--- config.mk ---
export PLATFORM = sky130hd
export DESIGN_NAME = dal_interval_mode_unit_flat
export DESIGN_NICKNAME = d
export VERILOG_FILES = /design/src/rtl/dal_interval_mode_if.sv /design/src/rtl/dal_interval_mode_unit.sv /design/src/flat_wrapper.sv
export SDC_FILE = /design/constraint.sdc
export NUM_CORES = 1
export LEC_CHECK = 0
export CAP_MARGIN = 20
export CORE_MARGIN = 3
export CORE_UTILIZATION = 29
export CTS_CLUSTER_DIAMETER = 30
export DETAILED_ROUTE_END_ITERATION = 8
export GPL_ROUTABILITY_DRIVEN = 0
export PLACE_DENSITY = 0.54
export RECOVER_POWER = 50
export SETUP_SLACK_MARGIN = 0.15
export SLEW_MARGIN = 20
export SYNTH_ARGS = -nofsm -noshare
export SYNTH_HDL_FRONTEND = slang
export SYNTH_SLANG_ARGS = --single-unit
--- constraint.sdc ---
create_clock -name CLK_i -period 9.3 [get_ports CLK_i]
set_clock_uncertainty 0.05 [all_clocks]
set_input_delay 2.79 -clock CLK_i [delete_from_list [all_inputs] [get_ports CLK_i]]
set_output_delay 2.79 -clock CLK_i [all_outputs]
set_load 0.05 [all_outputs]
--- src/rtl/dal_interval_mode_if.sv ---
// Score-in / result-out bundle of the DAL interval/mode unit.
// Score side: a sample moves when s_valid_i && s_ready_o at a rising edge; result side: a result moves when m_valid_o && m_ready_i.
interface dal_interval_mode_if #(
    parameter int SCORE_W = 16,
    parameter int NUM_INT = 16,
    parameter int CNT_W   = 12,
    parameter int ACC_W   = 20
);
    localparam int IDX_W = $clog2(NUM_INT);

    logic               clear_i;
    logic               s_valid_i;
    logic               s_ready_o;
    logic [SCORE_W-1:0] score_i;
    logic               last_i;
    logic               m_valid_o;
    logic               m_ready_i;
    logic [IDX_W-1:0]   mode_o;
    logic [CNT_W-1:0]   max_cnt_o;
    logic [CNT_W-1:0]   left_cnt_o;
    logic [CNT_W-1:0]   right_cnt_o;
    logic [ACC_W-1:0]   acc_interval_o;
    logic               busy_o;

    modport slave (
        input  clear_i, s_valid_i, score_i, last_i, m_ready_i,
        output s_ready_o, m_valid_o, mode_o, max_cnt_o, left_cnt_o, right_cnt_o,
               acc_interval_o, busy_o
    );

    modport master (
        output clear_i, s_valid_i, score_i, last_i, m_ready_i,
        input  s_ready_o, m_valid_o, mode_o, max_cnt_o, left_cnt_o, right_cnt_o,
               acc_interval_o, busy_o
    );
endinterface

--- src/rtl/dal_interval_mode_unit.sv ---
// Histograms a score stream into NUM_INT equal bins, then scans for the mode bin and
// reports mode index, its count, its neighbours' counts and the block total.
module dal_interval_mode_unit #(
    parameter int SCORE_W = 16,
    parameter int NUM_INT = 16,
    parameter int CNT_W   = 12,
    parameter int ACC_W   = 20
) (
    input  logic                CLK_i,
    input  logic                RST_i,
    dal_interval_mode_if.slave  bus,
    output logic [1:0]          state_dbg
);
    localparam int IDX_W = $clog2(NUM_INT);
    localparam logic [CNT_W-1:0] CNT_MAX = {CNT_W{1'b1}};
    localparam logic [ACC_W-1:0] ACC_MAX = {ACC_W{1'b1}};
    localparam logic [IDX_W-1:0] LAST_IDX = IDX_W'(NUM_INT - 1);

    typedef enum logic [1:0] {ACCUM, SCAN, NEIGH, OUT} state_t;

    state_t             state, state_nxt;
    logic               run;
    logic [CNT_W-1:0]   cnt [NUM_INT];
    logic [ACC_W-1:0]   total;
    logic [IDX_W-1:0]   scan_idx, best_idx, idx;
    logic [CNT_W-1:0]   best_cnt;
    logic               take, drain, flush;
    logic               unused_score_low;

    assign idx              = bus.score_i[SCORE_W-1 -: IDX_W];
    assign unused_score_low = ^bus.score_i[SCORE_W-IDX_W-1:0];

    // run keeps s_ready_o low while reset is held, even though ACCUM is the reset state
    assign bus.s_ready_o = run && (state == ACCUM);
    assign bus.busy_o    = (state != ACCUM);
    assign state_dbg     = state;

    assign take  = bus.s_valid_i && bus.s_ready_o && !bus.clear_i;
    assign drain = (state == OUT) && bus.m_ready_i;
    assign flush = bus.clear_i || drain;

    always_ff @(posedge CLK_i or negedge RST_i) begin
        if (!RST_i) begin
            state <= ACCUM;
            run   <= 1'b0;
        end else begin
            state <= state_nxt;
            run   <= 1'b1;
        end
    end

    always_comb begin
        state_nxt = state;
        case (state)
            ACCUM: if (take && bus.last_i) state_nxt = SCAN;
            SCAN:  if (scan_idx == LAST_IDX) state_nxt = NEIGH;
            NEIGH: state_nxt = OUT;
            OUT:   if (bus.m_ready_i) state_nxt = ACCUM;
            default: state_nxt = ACCUM;
        endcase
        if (bus.clear_i) state_nxt = ACCUM;
    end

    always_ff @(posedge CLK_i or negedge RST_i) begin
        if (!RST_i) begin
            for (int i = 0; i < NUM_INT; i++) cnt[i] <= '0;
            total <= '0;
        end else begin
            for (int i = 0; i < NUM_INT; i++) begin
                if (flush) begin
                    cnt[i] <= '0;
                end else if (take && idx == IDX_W'(i) && cnt[i] != CNT_MAX) begin
                    cnt[i] <= cnt[i] + 1'b1;
                end
            end
            if (flush) begin
                total <= '0;
            end else if (take && total != ACC_MAX) begin
                total <= total + 1'b1;
            end
        end
    end

    // Strict compare keeps the lowest index on ties
    always_ff @(posedge CLK_i or negedge RST_i) begin
        if (!RST_i) begin
            scan_idx <= '0;
            best_idx <= '0;
            best_cnt <= '0;
        end else if (state == SCAN) begin
            scan_idx <= scan_idx + 1'b1;
            if (cnt[scan_idx] > best_cnt) begin
                best_cnt <= cnt[scan_idx];
                best_idx <= scan_idx;
            end
        end else if (state == ACCUM) begin
            scan_idx <= '0;
            best_idx <= '0;
            best_cnt <= '0;
        end
    end

    always_ff @(posedge CLK_i or negedge RST_i) begin
        if (!RST_i) begin
            bus.m_valid_o      <= 1'b0;
            bus.mode_o         <= '0;
            bus.max_cnt_o      <= '0;
            bus.left_cnt_o     <= '0;
            bus.right_cnt_o    <= '0;
            bus.acc_interval_o <= '0;
        end else if (bus.clear_i) begin
            bus.m_valid_o <= 1'b0;
        end else if (state == NEIGH) begin
            bus.m_valid_o      <= 1'b1;
            bus.mode_o         <= best_idx;
            bus.max_cnt_o      <= best_cnt;
            bus.left_cnt_o     <= (best_idx == '0) ? '0 : cnt[best_idx - 1'b1];
            bus.right_cnt_o    <= (best_idx == LAST_IDX) ? '0 : cnt[best_idx + 1'b1];
            bus.acc_interval_o <= total;
        end else if (drain) begin
            bus.m_valid_o <= 1'b0;
        end
    end
endmodule

--- src/flat_wrapper.sv ---
// flat-port wrapper written by rule: the top's interface ports become plain ports
module dal_interval_mode_unit_flat 
#(
    parameter int SCORE_W = 16,
    parameter int NUM_INT = 16,
    parameter int CNT_W   = 12,
    parameter int ACC_W   = 20
)
  (CLK_i, RST_i, state_dbg, bus_clear_i, bus_s_valid_i, bus_score_i, bus_last_i, bus_m_ready_i, bus_s_ready_o, bus_m_valid_o, bus_mode_o, bus_max_cnt_o, bus_left_cnt_o, bus_right_cnt_o, bus_acc_interval_o, bus_busy_o);
  dal_interval_mode_if #(.SCORE_W(SCORE_W), .NUM_INT(NUM_INT), .CNT_W(CNT_W), .ACC_W(ACC_W)) bus_i ();
  input  logic CLK_i;
  input  logic RST_i;
  output logic [1:0] state_dbg;
  input wire logic [$bits(bus_i.clear_i)-1:0] bus_clear_i;
  input wire logic [$bits(bus_i.s_valid_i)-1:0] bus_s_valid_i;
  input wire logic [$bits(bus_i.score_i)-1:0] bus_score_i;
  input wire logic [$bits(bus_i.last_i)-1:0] bus_last_i;
  input wire logic [$bits(bus_i.m_ready_i)-1:0] bus_m_ready_i;
  output wire logic [$bits(bus_i.s_ready_o)-1:0] bus_s_ready_o;
  output wire logic [$bits(bus_i.m_valid_o)-1:0] bus_m_valid_o;
  output wire logic [$bits(bus_i.mode_o)-1:0] bus_mode_o;
  output wire logic [$bits(bus_i.max_cnt_o)-1:0] bus_max_cnt_o;
  output wire logic [$bits(bus_i.left_cnt_o)-1:0] bus_left_cnt_o;
  output wire logic [$bits(bus_i.right_cnt_o)-1:0] bus_right_cnt_o;
  output wire logic [$bits(bus_i.acc_interval_o)-1:0] bus_acc_interval_o;
  output wire logic [$bits(bus_i.busy_o)-1:0] bus_busy_o;
  assign bus_i.clear_i = bus_clear_i;
  assign bus_i.s_valid_i = bus_s_valid_i;
  assign bus_i.score_i = bus_score_i;
  assign bus_i.last_i = bus_last_i;
  assign bus_i.m_ready_i = bus_m_ready_i;
  assign bus_s_ready_o = bus_i.s_ready_o;
  assign bus_m_valid_o = bus_i.m_valid_o;
  assign bus_mode_o = bus_i.mode_o;
  assign bus_max_cnt_o = bus_i.max_cnt_o;
  assign bus_left_cnt_o = bus_i.left_cnt_o;
  assign bus_right_cnt_o = bus_i.right_cnt_o;
  assign bus_acc_interval_o = bus_i.acc_interval_o;
  assign bus_busy_o = bus_i.busy_o;
  dal_interval_mode_unit #(.SCORE_W(SCORE_W), .NUM_INT(NUM_INT), .CNT_W(CNT_W), .ACC_W(ACC_W)) u_core (.CLK_i(CLK_i), .RST_i(RST_i), .bus(bus_i), .state_dbg(state_dbg));
endmodule
==> results_dict.tcl <==
set metrics [dict create \
    multi_input_area_um2 11300 \
    cp.required_ns 9.74 \
    grt_pass1_vias 15900 \
    ctsHoldBuffers 0 \
    start_util_pct 29.6 \
    synth_area_um2 19300 \
    ys_seq_area_share_pct 38.4 \
    die_height_um 264 \
    h-tree-depth 3 \
    end_kind "flip-flop" \
    clockRootBuffer "clkbuf_16" \
    synthCells 1922 \
    num_vias 16400 \
    yosys-top-cells-area "dfrtp_1 38%, mux4_2 17%, nand2_1 4.3%, nor2_1 3.8%, xor2_1 3.5%" \
    dieArea_um2 69700 \
    grt_use_met1_pct 24.9 \
    worstPathCellList "clkbuf_1, mux4_2, a22oi_1, nand2_1, ha_1, nand2_1, o211ai_1, o311ai_0, a21oi_1, buf_4, mux2_2" \
    area_growth_pct 23.8 \
    finalSetupTns_ns 0 \
    crit_fanout 52 \
    worstSetupStartpointType "flip-flop" \
    p_leak_uw 0.00909 \
    maxCapViolations 4 \
    rsz0062_at_grt "false" \
    slew_headroom_pct -159 \
    hold_viol 0 \
    final_area_um2 23900 \
    core_area_um2 65200 \
    nets 2037 \
    worst_ir_drop_vdd_v 0.000102 \
    slew_viol_final 272 \
    regArea_um2 7410 \
    synth-async-reset-ratio_pct 100 \
    layout-drive-gt1-share_pct 16.6 \
    synth_cell_type_count 61 \
    cellPowerDensity_nw_per_um2 196 \
    slowest_stage "clkbuf_1" \
    rows 93 \
    wl_per_cell_um 21.2 \
    grt-busiest-layer "met2" \
    arrival_ns 6.97 \
    grt_usage_pct 17.6 \
    drtIter0Drc 1719 \
    clkTransAtPathRegs_ns 0.04 \
    grt_util_met2_pct 25.9 \
    die_w_um 264 \
    worst_path_most_repeated_cell "nand2_1" \
    grt_use_met3_pct 4.80 \
    ys_warn_count 0 \
    syn_nets 1982 \
    drtPass1Iterations 6 \
    cts_made_buffers 83 \
    overflow 0 \
    fill_cells 6437 \
    cts_buffer_depth 3 \
    place_area_um2 20900 \
    synth-edff-count 0 \
    synth_seq_cells 296 \
    post_cts_buffers 0 \
    worst_slack_ns 2.76 \
    clock_latency_ns 0.62 \
    antenna_cells 0 \
    ant_nets 0 \
    ctsResizeCount 0 \
    yosysTopAreaCell "dfrtp_1" \
    grt_start_max_net_pins 201 \
    setup_viol 0 \
    hp-class "reg2reg" \
    drc 0 \
    cts_tree "built" \
    run_status "finished with violations" \
    drt_wl_total_mm 61.6 \
    worstSetupPathType "reg2reg" \
    violations "max-capacitance violations, max-slew violations" \
    dp_slack_ns 3.17 \
    antenna_found_initial 0 \
    synthFlopType "dfrtp_1" \
    min_period_ns 6.54 \
    synth.avg_cell_area_um2 10.0 \
    routed_via_density 5.65 \
    cts_sinks 296 \
    min_period_over_period_pct 70.3 \
    port_buffers 74 \
    io_pins 87 \
    slowest_delay_ns 2.70 \
    tightestPinTransition_ns 3.88 \
    dpl.hpwl_mm 42.6 \
    synth_top_area_share_pct 38.4 \
    maxClockFrequency_mhz 153 \
    grt_pass1_wl_mm 95.8 \
]
==> area by class of cell <==
cell class / instances / share of cell area, %
Clock inverter: 48 / 2.99
Inverter: 48 / 0.754
Tap cell: 855 / 4.48
Sequential cell: 296 / 31.0
Timing Repair Buffer: 92 / 3.68
Multi-Input combinational cell: 1456 / 47.3
Clock buffer: 107 / 9.78
==> registers in the layout, summed over array words and instances, names as in the netlist <==
| signal | cells |
|---|---|
| u_core.cnt | 192 |
| u_core.bus.m_valid_o | 1 |
| u_core.total | 20 |
| u_core.bus.right_cnt_o | 12 |
| u_core.bus.acc_interval_o | 20 |
| u_core.run | 1 |
| u_core.best_cnt | 12 |
| u_core.bus.mode_o | 4 |
| u_core.best_idx | 4 |
| u_core.state_dbg | 2 |
| u_core.scan_idx | 4 |
| u_core.bus.left_cnt_o | 12 |
| u_core.bus.max_cnt_o | 12 |
==> through the flow <==
| step | hold slack (ns) | std cells | total power [uW] | utilization, % |
|---|---|---|---|---|
| after floorplan | 0.417 | 1922 | 1530 | - |
| after global placement | 0.412 | 2747 | 1640 | 32.0 |
| after detailed placement | 0.416 | 2747 | 1650 | 32.0 |
| after CTS | 0.430 | 2902 | 4740 | 36.7 |
| after global routing | 0.449 | 2902 | 4850 | 36.7 |
| final | 0.422 | 2902 | 4690 | 36.7 |
==> cell usage in the layout, fill, tap and decap left out, types with 8 or more instances in the layout <==
cell               n
bufinv_16         14
o221ai_1          12
inv_1             48
nor3_1            51
a21oi_1           45
nand3_1          105
mux2i_1           39
or3_1             26
clkinv_2          13
a22o_1            13
and4_1            13
nor2b_1            8
a22oi_1           22
ha_1              37
clkbuf_16         83
xor2_1            77
clkbuf_8          17
o21ai_0           59
clkinvlp_4        11
nor4_1            33
o211ai_1          33
nand2_1          222
buf_4             13
a211oi_1           9
clkbuf_1          10
dfrtp_1          293
mux2_2            12
nor2_1           193
and3_1            31
clkdlybuf4s50_1   72
and2_1            31
or4_1             13
mux4_2           144
xnor2_1           69
nand4_1           69
==> cell families after synthesis <==
logic type / after synthesis / share of synthesized area [%]
multiplexers: 195 / 19.5
adder cells (fa/ha/maj): 38 / 2.46
buffers and inverters: 170 / 3.37
XOR/XNOR: 149 / 6.76
AND/OR/NAND/NOR: 830 / 21.1
AO/OA/AOI/OAI: 243 / 8.39
other: 1 / 0.0194
flip-flops: 296 / 38.4
==> final timing paths <==
kind	startpoint	end	slack [ns]	depth (start not counted)
max in group asynchronous	RST_i	u_core.best_idx[0]$_DFFE_PN0P_	3.41	2
setup reg to reg	u_core.scan_idx[0]$_DFFE_PN0P_	u_core.best_cnt[1]$_DFFE_PN0P_	2.76	11
hold / removal	u_core.bus.acc_interval_o[7]$_DFFE_PN0P_	u_core.bus.acc_interval_o[7]$_DFFE_PN0P_	0.42	2
setup / recovery	u_core.scan_idx[0]$_DFFE_PN0P_	u_core.best_cnt[1]$_DFFE_PN0P_	2.76	11
min in group asynchronous	RST_i	u_core.bus.max_cnt_o[9]$_DFFE_PN0P_	2.12	1
hold reg to reg	u_core.bus.acc_interval_o[7]$_DFFE_PN0P_	u_core.bus.acc_interval_o[7]$_DFFE_PN0P_	0.42	2
==> metal layers <==
layer	up-vias	routed length, um
met1	8255	26700
met3	105	6050
met4	0	1650
met2	752	27200
met5	-	0
li1	7274	-
==> where the power goes <==
group | leakage, uW | switching, uW | internal [uW]
Sequential | 0.00413 | 19.3 | 1300
Combinational | 0.00350 | 215 | 91.0
Clock | 0.00147 | 904 | 2160
Total | 0.00909 | 1140 | 3550
==> synth_stat cells (10+ instances only) <==
| cell type | number |
|---|---|
| clkbuf_1 | 93 |
| o211ai_1 | 33 |
| a22oi_1 | 22 |
| a21oi_1 | 46 |
| or4_1 | 13 |
| inv_1 | 48 |
| buf_2 | 10 |
| xnor2_1 | 71 |
| o21ai_0 | 59 |
| nor2_1 | 193 |
| xor2_1 | 78 |
| nor3_1 | 51 |
| nand3_1 | 105 |
| ha_1 | 38 |
| mux4_2 | 144 |
| dfrtp_1 | 296 |
| nor4_1 | 33 |
| mux2_2 | 12 |
| nand2_1 | 222 |
| nand4_1 | 69 |
| and2_1 | 31 |
| o221ai_1 | 12 |
| and4_1 | 13 |
| a22o_1 | 13 |
| and3_1 | 31 |
| or3_1 | 26 |
| buf_1 | 19 |
| mux2i_1 | 39 |
==> critical path, delay by kind of cell (launching register included) <==
family          cells  cell delay [ns]
buf+inv             2             3.02
mux                 2             1.17
compound gates      4             1.08
fa+ha+maj           1             0.36
flops               1             0.33
simple gates        2             0.29
(Power assumes the default switching activity.)
